`src/rtl/rx_chan_packer.sv`:
```
// Receive channel packer: snapshots one sample set per strobe and streams it out
// as 16-bit words (one 16-bit or two rounded 8-bit samples), framed into packets.
module rx_chan_packer #(
   parameter int MAX_CH    = 8,
   parameter int PKT_WORDS = 256,
   parameter int OVR_W     = 16
) (
   input  logic                  rxclk,
   input  logic                  reset,
   input  logic                  rxstrobe,
   input  logic [16*MAX_CH-1:0]  ch_data,
   input  logic [4:0]            channels,
   input  logic                  mode_8bit,
   output logic [15:0]           out_data,
   output logic                  out_valid,
   input  logic                  out_ready,
   output logic                  out_last,
   input  logic                  clear_status,
   output logic                  rx_overrun,
   output logic [OVR_W-1:0]      overrun_count,
   output logic                  busy
);

   localparam int              PKT_W    = (PKT_WORDS > 1) ? $clog2(PKT_WORDS) : 1;
   localparam logic [PKT_W-1:0] PKT_LAST = PKT_W'(PKT_WORDS - 1);
   localparam logic [4:0]      MAX_CH_5 = 5'(MAX_CH);

   typedef enum logic {IDLE = 1'b0, SHIFT = 1'b1} state_t;

   state_t                state_r, state_nxt_s;
   logic [16*MAX_CH-1:0]  snap_r, snap_nxt_s;
   logic [4:0]            ch_cnt_r, ch_nxt_s, idx_r, idx_nxt_s;
   logic                  mode_r, mode_nxt_s;
   logic [PKT_W-1:0]      pkt_r, pkt_nxt_s;
   logic [15:0]           data_r, data_nxt_s;
   logic                  last_r, last_nxt_s, ovr_r, ovr_nxt_s;
   logic [OVR_W-1:0]      ovr_cnt_r, ovr_cnt_nxt_s;
   logic [4:0]            ch_clamp_s, n_words_s, last_idx_s;
   logic                  xfer_s, final_s, strobe_ok_s, accept_s, overrun_s;

   // Round toward zero: negative values with a nonzero low byte move up by one LSB.
   function automatic logic [7:0] round8(input logic [15:0] x);
      return x[15:8] + {7'b0000000, x[15] & (|x[7:0])};
   endfunction

   function automatic logic [15:0] pick(input logic [16*MAX_CH-1:0] snap, input logic [5:0] sel);
      logic [15:0] w;
      w = 16'h0000;
      for (int i = 0; i < MAX_CH; i++) begin
         if (sel == 6'(i)) w = snap[16*i +: 16];
      end
      return w;
   endfunction

   function automatic logic [15:0] word_of(input logic [16*MAX_CH-1:0] snap, input logic [4:0] ch,
                                           input logic mode, input logic [4:0] idx);
      logic [7:0] hi;
      if (mode) begin
         hi = ({idx, 1'b1} < {1'b0, ch}) ? round8(pick(snap, {idx, 1'b1})) : 8'h00;
         return {hi, round8(pick(snap, {idx, 1'b0}))};
      end
      return pick(snap, {1'b0, idx});
   endfunction

   assign ch_clamp_s  = (channels > MAX_CH_5) ? MAX_CH_5 : channels;
   assign n_words_s   = mode_r ? ((ch_cnt_r + 5'd1) >> 1) : ch_cnt_r;
   assign last_idx_s  = n_words_s - 5'd1;
   assign xfer_s      = (state_r == SHIFT) & out_ready;
   assign final_s     = xfer_s & (idx_r == last_idx_s);
   assign strobe_ok_s = rxstrobe & (channels != 5'd0);
   assign accept_s    = strobe_ok_s & ((state_r == IDLE) | final_s);
   assign overrun_s   = strobe_ok_s & (state_r == SHIFT) & ~final_s;

   // State register
   always_ff @(posedge rxclk or posedge reset) begin
      if (reset) state_r <= IDLE;
      else       state_r <= state_nxt_s;
   end

   // Next-state logic; a strobe on the final transfer chains straight into a new frame
   always_comb begin
      state_nxt_s = state_r;
      case (state_r)
         IDLE:    if (accept_s) state_nxt_s = SHIFT; else state_nxt_s = IDLE;
         SHIFT:   if (final_s & ~accept_s) state_nxt_s = IDLE; else state_nxt_s = SHIFT;
         default: state_nxt_s = IDLE;
      endcase
   end

   // Output and datapath next values; outputs are precomputed so they leave a register
   always_comb begin
      snap_nxt_s = snap_r;
      ch_nxt_s   = ch_cnt_r;
      mode_nxt_s = mode_r;
      idx_nxt_s  = idx_r;
      if (accept_s) begin
         snap_nxt_s = ch_data;
         ch_nxt_s   = ch_clamp_s;
         mode_nxt_s = mode_8bit;
         idx_nxt_s  = 5'd0;
      end else if (final_s) begin
         idx_nxt_s = 5'd0;
      end else if (xfer_s) begin
         idx_nxt_s = idx_r + 5'd1;
      end else begin
         idx_nxt_s = idx_r;
      end
      if (xfer_s) pkt_nxt_s = (pkt_r == PKT_LAST) ? {PKT_W{1'b0}} : pkt_r + PKT_W'(1);
      else        pkt_nxt_s = pkt_r;
      if (clear_status) begin
         ovr_nxt_s     = overrun_s;
         ovr_cnt_nxt_s = overrun_s ? OVR_W'(1) : {OVR_W{1'b0}};
      end else if (overrun_s) begin
         ovr_nxt_s     = 1'b1;
         ovr_cnt_nxt_s = (&ovr_cnt_r) ? ovr_cnt_r : ovr_cnt_r + OVR_W'(1);
      end else begin
         ovr_nxt_s     = ovr_r;
         ovr_cnt_nxt_s = ovr_cnt_r;
      end
      if (state_nxt_s == SHIFT) begin
         data_nxt_s = word_of(snap_nxt_s, ch_nxt_s, mode_nxt_s, idx_nxt_s);
         last_nxt_s = (pkt_nxt_s == PKT_LAST);
      end else begin
         data_nxt_s = 16'h0000;
         last_nxt_s = 1'b0;
      end
   end

   // Datapath and status registers
   always_ff @(posedge rxclk or posedge reset) begin
      if (reset) begin
         snap_r    <= {(16*MAX_CH){1'b0}};
         ch_cnt_r  <= 5'd0;
         mode_r    <= 1'b0;
         idx_r     <= 5'd0;
         pkt_r     <= {PKT_W{1'b0}};
         data_r    <= 16'h0000;
         last_r    <= 1'b0;
         ovr_r     <= 1'b0;
         ovr_cnt_r <= {OVR_W{1'b0}};
      end else begin
         snap_r    <= snap_nxt_s;
         ch_cnt_r  <= ch_nxt_s;
         mode_r    <= mode_nxt_s;
         idx_r     <= idx_nxt_s;
         pkt_r     <= pkt_nxt_s;
         data_r    <= data_nxt_s;
         last_r    <= last_nxt_s;
         ovr_r     <= ovr_nxt_s;
         ovr_cnt_r <= ovr_cnt_nxt_s;
      end
   end

   assign out_valid     = (state_r == SHIFT);
   assign busy          = (state_r == SHIFT);
   assign out_data      = data_r;
   assign out_last      = last_r;
   assign rx_overrun    = ovr_r;
   assign overrun_count = ovr_cnt_r;

endmodule
```
`config.mk`:
```
export PLATFORM = sky130hd
export DESIGN_NAME = rx_chan_packer
export DESIGN_NICKNAME = d
export VERILOG_FILES = /design/src/rtl/rx_chan_packer.sv
export SDC_FILE = /design/constraint.sdc
export NUM_CORES = 1
export LEC_CHECK = 0
export BUFFER_PORTS_ARGS = -buffer_cell sky130_fd_sc_hd__buf_2
export CORE_MARGIN = 5
export CORE_UTILIZATION = 51
export CTS_CLUSTER_SIZE = 14
export DETAILED_ROUTE_END_ITERATION = 7
export GPL_ROUTABILITY_DRIVEN = 0
export HOLD_SLACK_MARGIN = 0.02
export PLACE_DENSITY = 0.81
export SYNTH_ARGS = -nofsm -noshare
export SYNTH_HDL_FRONTEND = slang
export SYNTH_SLANG_ARGS = --single-unit
```
`constraint.sdc`:
```
create_clock -name rxclk -period 6.7 [get_ports rxclk]
set_clock_uncertainty 0.1 [all_clocks]
set_input_delay 1.34 -clock rxclk [delete_from_list [all_inputs] [get_ports rxclk]]
set_output_delay 1.34 -clock rxclk [all_outputs]
set_load 0.05 [all_outputs]
```
Yosys cells after proc, flatten, opt, wreduce, memory -nomap -nowiden
Cells that the tools add are included.

Input bits: 139. Logic and storage cells: 95. Output and inout port bits: 36. Flip-flop bits (word level): 182.

Magnitude comparators: 2. Bitwise operators: 13. Mux-type cells: 45. Reductions and logical operators: 7. Eq/ne operators: 11. Add/subtract/negate cells: 7.

Operator list (number): two-way mux 16 bit (25); two-way mux 128 bit (1); two-way mux 5 bit (6); two-way mux 8 bit (3); == test 5 x 3 -> 1 bit (second input constant) (4); adder 16 x 1 -> 16 bit (second input constant) (1); adder 8 x 1 -> 8 bit (2); == test 8 bit (second input constant) (2); AND reduction 16 bit (1); OR reduction 8 bit (2); adder 5 x 1 -> 5 bit (second input constant) (2); == test 5 x 2 -> 1 bit (second input constant) (2); AND 1 bit (9); two-way mux 1 bit (9); adder 8 x 1 -> 8 bit (second input constant) (1); less-than comparator 6 x 5 -> 1 bit (1); == test 5 x 1 -> 1 bit (second input constant) (1); == test 5 bit (1); greater-than comparator 5 x 4 -> 1 bit (second input constant) (1); logical NOT 5 bit (1); nonzero test 5 bit (1); subtractor 5 x 1 -> 5 bit (second input constant) (1); NOT 1 bit (3); != test 2 bit (second input constant) (1); other kinds (4) (4).

Depth between registers and ports, before layout
Gate-level depths: netlist of run 1.

Depth after elaboration: 22. Depth in mapped cells: 27. Mapped depth without buffers: 22.

Least setup slack after synthesis of run 1
No wires, ideal clock.

Path type: input -> register. Start point: input port channels[1]. End point: register data_r[4] (netlist: out_data[4]). Slack: 1.441 ns. Data required time: 6.496 ns. Arrival: 5.055 ns. Stages on the path: 17. Path through: or4_1 o21ai_2 nor2_1 a31oi_4 buf_6 mux2i_1 inv_1 or4_1 or4_1 o311ai_1 a21oi_1 ha_1 ha_1 inv_1 nor3_1 xor2_1 a221oi_1.

Elaborated cells on any way between the ends: 40. Classes of those cells: 1 x add/sub; 7 x eq/ne; 24 x mux; 5 x bitwise; 3 x reduce/logical.

RTL lines: start, declared (RTL line 12) `input logic [4:0] channels,`; nonzero test 5 bit (RTL line 70) `assign strobe_ok_s = rxstrobe & (channels != 5'd0);`; AND 1 bit (RTL line 70); AND 1 bit (RTL line 71) `assign accept_s = strobe_ok_s & ((state_r == IDLE) | final_s);`; two-way mux 128 bit (RTL line 96) `if (accept_s) begin`; named net snap_nxt_s[69] (RTL line 31) `logic [16*MAX_CH-1:0] snap_r, snap_nxt_s;`; two-way mux 16 bit (2 in a row) (RTL line 50) `if (sel == 6'(i)) w = snap[16*i +: 16];`; two-way mux 16 bit (RTL line 58) `if (mode) begin`; two-way mux 16 bit (RTL line 120) `if (state_nxt_s == SHIFT) begin`; OR reduction 8 bit (RTL line 43) `return x[15:8] + {7'b0000000, x[15] & (|x[7:0])};`; AND 1 bit (RTL line 43); adder 8 x 1 -> 8 bit (RTL line 43); two-way mux 16 bit (RTL line 58); two-way mux 16 bit (RTL line 62) `return pick(snap, {1'b0, idx});`; two-way mux 16 bit (RTL line 120); named net data_nxt_s[4] (RTL line 35) `logic [15:0] data_r, data_nxt_s;`; end signal, assigned (RTL line 147) `data_r <= data_nxt_s;`; end, declared (RTL line 35).

The timed path passes the listed nets, and every way through them passes these cells. The select of a mux whose other input is x is not followed. A chain may end at the register's enable or synchronous reset.

Worst setup path in the final report of run 1
Start point: register ch_cnt_r[0]. End point: register data_r[4] (netlist: out_data[4]).

Elaborated cells on any way between the ends: 45. Classes of those cells: 3 x add/sub; 8 x eq/ne; 26 x mux; 6 x bitwise; 2 x reduce/logical.

RTL lines: start, declared (RTL line 32) `logic [4:0] ch_cnt_r, ch_nxt_s, idx_r, idx_nxt_s;`; start signal, assigned (RTL line 143) `ch_cnt_r <= ch_nxt_s;`; adder 5 x 1 -> 5 bit (RTL line 66) `assign n_words_s = mode_r ? ((ch_cnt_r + 5'd1) >> 1) : ch_cnt_r;`; two-way mux 5 bit * (RTL line 66); subtractor 5 x 1 -> 5 bit * (RTL line 67) `assign last_idx_s = n_words_s - 5'd1;`; == test 5 bit * (RTL line 69) `assign final_s = xfer_s & (idx_r == last_idx_s);`; AND 1 bit * (RTL line 69); OR 1 bit * (RTL line 71); AND 1 bit * (RTL line 71); two-way mux 128 bit * (RTL line 96); named net snap_nxt_s[67] (RTL line 31); [... 3 more ...]; two-way mux 16 bit * (RTL line 120); OR reduction 8 bit * (RTL line 43); AND 1 bit * (RTL line 43); adder 8 x 1 -> 8 bit * (RTL line 43); two-way mux 16 bit * (RTL line 58); two-way mux 16 bit * (RTL line 62); two-way mux 16 bit * (RTL line 120); named net data_nxt_s[4] (RTL line 35).

The timed path passes the listed nets; every way through them passes the cells marked *. The select of a mux whose other input is x is not followed.

==> metrics.csv, run 1 <==
metric;value;unit
syn_inst;965;
first_iter_violations;1007;
drive_above_1_share;25.9;%
place_ws;0.713;ns
ys.warnings.count;0;
maxSlewViolCount;0;
synth_area_leader_cell;dfrtp_1;
syn_nets;1116;
synth-xor-area-share;3.57;%
start_kind;flip-flop;
setup_tns;0;ns
endpoint_kind;flip-flop;
holdCritPathClass;flip-flop to flip-flop;
cts_resized;0;
fin_crit_sh;89.3;%
die-area;22100;sq um
dr.pass1.iters;8;
setup_viol;0;
ant_nets;0;
synthArstFlopShare;100;%
cts_tree;done;
grtUsageTotal;26.2;%
synth_top_family_by_area;compound AO/OA/AOI/OAI gates;
initial_core_util;52.1;%
cts_setup_buffers;0;
synthTopCellsByCount;182 x dfrtp_1, 107 x inv_1, 97 x mux2i_1;
yosysMostFrequentCell;dfrtp_1;
dpl.hpwl;21.3;mm
vias;8461;
clkTransAtPathRegs;0.07;ns
placed_cell_area;10900;sq um
clkLatencyLatePin;0.43;ns
die_w;149;um
hold_slack;0.398;ns
cts-hold-fix-buffers;0;
yosysTopAreaCellShare;46.4;%
final_area;11500;sq um
synth_ff_type;dfrtp_1;
numCtsBuffers;17;
grt_max_degree;72;
synth_edf_count;0;
drc;0;
cts.sinks;182;
synthAdderAreaFrac;1.53;%
max_freq;0.167;GHz
grt_pass1_wl;45.0;mm
gr-total-overflow;0;
hold_viol;0;
synth_compound_area_share;15.3;%
antenna_found_initial;0;
wl;29.0;mm
portBuffers;174;
finalCriticalPeriod;5.98;ns
slew_headroom;25.1;%
clockRootBuffer;clkbuf_16;
synth-simple-area-share;12.4;%
power_leakage;6.26;nW
yosysUniqueCellTypes;80;
via_per_inst;6.03;
worstPathArrival;6.21;ns
outcome;finished clean;
cts_max_level;4;
diodes;0;
muxShareOfSynthArea;13.6;%
io_pins;175;
cp_max_fo;25;
wl_per_cell;20.6;um
ys_seq_area_share;46.4;%
synth.avg_cell_area;10.2;sq um
area_delta_synth_final;17.6;%
num_rows;50;
netlist_area;9810;sq um
tightestPinTransition;1.11;ns
ys_top_cells_by_area;dfrtp_1 46%, mux2i_1 9.9%, inv_1 4.1%, mux2_2 3.4%, nand2_1 2.8%;
synth_seq_cells;182;
chipHeight;149;um
clk_path_buf_depth;2;
final_net_count;1281;
ir_drop;0.000254;V
criticalPathCategory;flip-flop to flip-flop;
worst_ep_required_time;6.93;ns
final_util;61.3;%
max_cap_viol_count;0;
setup_slack;0.720;ns
powerDensity;532;nW/um^2
fp.coreArea;18800;sq um
rsz0062_at_grt;no;
grt_pass1_vias;8464;
==> final timing paths <==
| kind | from | to | slack (ns) | cells after the start |
|---|---|---|---|---|
| min in group asynchronous | reset | overrun_count[5]$_DFFE_PP0P_ | 0.91 | 2 |
| hold / removal | pkt_r[4]$_DFF_PP0_ | pkt_r[4]$_DFF_PP0_ | 0.40 | 1 |
| setup / recovery | ch_cnt_r[0]$_DFFE_PP0N_ | out_data[4]$_DFF_PP0_ | 0.72 | 23 |
| setup reg to reg | ch_cnt_r[0]$_DFFE_PP0N_ | out_data[4]$_DFF_PP0_ | 0.72 | 23 |
| hold reg to reg | pkt_r[4]$_DFF_PP0_ | pkt_r[4]$_DFF_PP0_ | 0.40 | 1 |
| max in group asynchronous | reset | snap_r[49]$_DFF_PP0_ | 4.29 | 3 |
==> through the flow <==
step | power (W) | cells
floorplan | 0.00408 | 965
global placement | 0.00486 | 1371
detailed placement | 0.00496 | 1371
CTS | 0.00606 | 1403
global route | 0.00647 | 1403
finish | 0.00613 | 1403
==> final cells by class <==
cell class,instances,area (sq um)
flip-flops and latches,182,4550
fillers,1507,7290
repair buffers,197,1040
clock buffers,17,425
inverters,110,418
multi-input cells,622,4570
well taps,260,325
clock inverters,15,200
==> cell families after synthesis <==
logic type	after synthesis
adder cells (fa/ha/maj)	12
buffers and inverters	161
AND/OR/NAND/NOR	239
flip-flops	182
XOR/XNOR	40
multiplexers	129
AO/OA/AOI/OAI	202
==> layer usage <==
metal  GRT usage, %  wire length (um)  share of wire (%)  up-vias
met2           42.4             13500                 47      513
met1           34.4             11300                 39     4067
li1               -                 -                  -     3778
met4           10.6              1160                4.0        0
met3           5.55              2940                 10      103
met5              0                 0                  0        -
==> cells in the final DEF (no fill, tap or decap), types with 7 or more instances in the layout <==
| cell | instances |
|---|---|
| dfrtp_1 | 182 |
| xor2_1 | 18 |
| or4_1 | 8 |
| nor3_1 | 11 |
| nor2_1 | 58 |
| clkbuf_16 | 17 |
| o22ai_1 | 27 |
| inv_1 | 106 |
| nand4_1 | 25 |
| a21o_1 | 8 |
| o21ai_1 | 9 |
| nand3_1 | 17 |
| nand2_1 | 72 |
| mux2_2 | 30 |
| a22oi_1 | 8 |
| a221oi_1 | 9 |
| ha_1 | 12 |
| buf_2 | 174 |
| xnor2_1 | 21 |
| a21oi_1 | 22 |
| buf_4 | 23 |
| o211ai_1 | 14 |
| o21ai_0 | 24 |
| a31oi_1 | 7 |
| mux2i_1 | 97 |
| o221ai_1 | 7 |
| a211oi_1 | 7 |
==> worst max-delay path: stages, from the launching register on <==
cell and delay [ns]:
dfrtp_1 0.46, ha_1 0.28, xnor2_1 0.33, nor2_1 0.08, a21oi_1 0.14, ha_1 0.20
inv_1 0.06, a2111oi_2 0.38, a31oi_1 0.19, o221a_1 0.41, a31oi_4 0.40, buf_4 0.43
mux2i_1 0.23, inv_1 0.08, or4_1 0.39, or4_1 0.41, o311ai_1 0.11, a21oi_1 0.13
ha_1 0.25, ha_1 0.21, inv_1 0.09, nor3_1 0.06, xor2_1 0.17, a221oi_1 0.30
==> where the power goes <==
part	total [W]	switching, W	internal [W]
combinational	0.00326	0.00212	0.00114
clock	0.00108	0.000450	0.000628
sequential	0.00180	0.000231	0.00157
==> sequential cells by signal, summed over array words and instances, names as in the netlist <==
signal         flops
overrun_count     16
ch_cnt_r           5
snap_r           128
busy               1
mode_r             1
out_data          16
idx_r              5
pkt_r              8
rx_overrun         1
out_last           1
(Power assumes the default switching activity.)
==> inputs of run 2 (changes only) <==
Settings changed: CORE_UTILIZATION 51 to 55, PLACE_DENSITY 0.81 to 0.83, RECOVER_POWER from default to 25, SLEW_MARGIN from default to 20.
Clock period 6.7 ns to 7.7 ns, I/O delays scaled along.
==> run 2 against run 1 <==
Compared with the run above: die area down 6.8%; critical path depth decreased by 2; critical endpoint unchanged; largest power group unchanged; via count is 0.63% lower; clock power shrank 18%.
==> metrics.csv, run 2 (synthesized netlist as in run 1, its figures left out) <==
metric;value;unit
via_per_inst;6.17;
dpl.hpwl;20.7;mm
cts_resized;0;
chipHeight;144;um
clk_path_buf_depth;2;
use_met3;6.69;%
wl;28.5;mm
dr.pass1.iters;5;
instances_no_fill;1363;
grt_max_degree;110;
area_delta_synth_final;17.1;%
fin_crit_sh;79.5;%
cts_setup_buffers;0;
maxSlewViolCount;0;
p_int;0.00285;W
tightestPinTransition;1.34;ns
powerDensity;460;nW/um^2
clockPowerShare;16.7;%
ir_drop;0.000253;V
criticalPathCategory;flip-flop to flip-flop;
drive_above_1_share;25.6;%
die-area;20600;sq um
cts-hold-fix-buffers;0;
final_net_count;1276;
wl_per_cell;20.9;um
num_rows;48;
clkLatencyLatePin;0.43;ns
io_pins;175;
worstPathArrival;6.36;ns
outcome;finished clean;
switching_share;46.0;%
antenna_found_initial;0;
hold_viol;0;
regMostFlops;snap_r;
start_kind;flip-flop;
clkTransAtPathRegs;0.07;ns
layout_common_cells;182 x dfrtp_1, 174 x buf_2, 106 x inv_1, 97 x mux2i_1, 72 x nand2_1;
p_seq_share;29.8;%
setup_viol;0;
initial_core_util;56.3;%
vias;8408;
endpoint_kind;flip-flop;
ant_nets;0;
grt_pass1_vias;8503;
slew_headroom;10.2;%
cts_max_level;4;
largest_reg_flops;128;
max_cap_viol_count;0;
finalCriticalPeriod;6.12;ns
grt_use_met1;37.2;%
gr-total-overflow;0;
fp.coreArea;17400;sq um
power_leakage;6.24;nW
cts.sinks;182;
power.switching;0.00243;W
met2_usage;45.1;%
drc;0;
rsz0062_at_grt;no;
worst_ep_required_time;7.93;ns
cts_tree;done;
final_common_cell;dfrtp_1;
clockRootBuffer;clkbuf_16;
grt_pass1_wl;44.9;mm
diodes;0;
grtUsageTotal;28.3;%
first_iter_violations;903;
pwr-share-comb;53.4;%
setup_tns;0;ns
holdCritPathClass;flip-flop to flip-flop;
max_freq;0.163;GHz
cp_max_fo;15;
busiest_layer;met2;
numCtsBuffers;17;
power;0.00528;W
place_inst;1330;
portBuffers;174;
die_w;144;um
## run 2: cell count changes in the layout (fill, tap and decap cells not counted), sizes merged
cell / previous run / this run
buf: 197 / 192
bufinv: 4 / 2
clkbuf: 17 / 19
clkinvlp: 1 / 3
inv: 114 / 112
## run 2: path summary, 6_finish.rpt
kind,from,end,slack [ns],cells past startpoint
worst min-delay path,pkt_r[4]$_DFF_PP0_,pkt_r[4]$_DFF_PP0_,0.38,1
min in group asynchronous,reset,overrun_count[6]$_DFFE_PP0P_,1.30,2
worst min register to register,pkt_r[4]$_DFF_PP0_,pkt_r[4]$_DFF_PP0_,0.38,1
worst max register to register,ch_cnt_r[0]$_DFFE_PP0N_,out_data[4]$_DFF_PP0_,1.58,21
max in group asynchronous,reset,pkt_r[2]$_DFF_PP0_,4.31,4
worst max-delay path,ch_cnt_r[0]$_DFFE_PP0N_,out_data[4]$_DFF_PP0_,1.58,21
## run 2: cell type report
cell class,count,area (sq um)
repair buffers,192,1050
well taps,225,282
multi-input cells,622,4590
clock inverters,13,145
fillers,1373,5930
flip-flops and latches,182,4550
clock buffers,19,453
inverters,110,414
## run 2: routing by layer
metal	part of all wire (%)	up-vias	wire length, um
li1	-	3783	-
met1	38	4024	10800
met2	48	512	13600
met3	10	89	2960
met4	4.0	0	1130
met5	0	-	0
## run 2: worst max-delay path, stage by stage (launching register included)
cell       delay [ns]
dfrtp_1          0.46
ha_1             0.29
xnor2_1          0.32
nor2_1           0.07
a21oi_1          0.17
ha_1             0.21
inv_1            0.06
a2111oi_2        0.34
a31oi_1          0.19
o221a_1          0.42
a31oi_4          0.69
mux2_2           0.43
or4_1            0.52
or4_1            0.40
o311ai_1         0.12
a21oi_1          0.13
ha_1             0.24
ha_1             0.20
inv_1            0.09
nor3_1           0.07
xor2_1           0.18
a221oi_1         0.31
## run 2: power groups by stage
stage               registers [W]  clock network [W]  logic (W)
floorplan                 0.00162                  0    0.00193
CTS                       0.00157           0.000892    0.00276
global placement          0.00156                  0    0.00264
finish                    0.00158           0.000883    0.00282
global route              0.00162           0.000934    0.00304
detailed placement        0.00158                  0    0.00272
## run 2: through the flow
step	hold slack (ns)	instance area [sq um]	setup slack, ns	util, %
finish	0.382	11500	1.58	65.9
global route	0.405	11500	1.24	65.9
CTS	0.387	11500	1.63	65.8
detailed placement	0.379	10900	1.39	62.3
global placement	0.371	10900	1.51	62.3
floorplan	0.351	9810	1.12	-
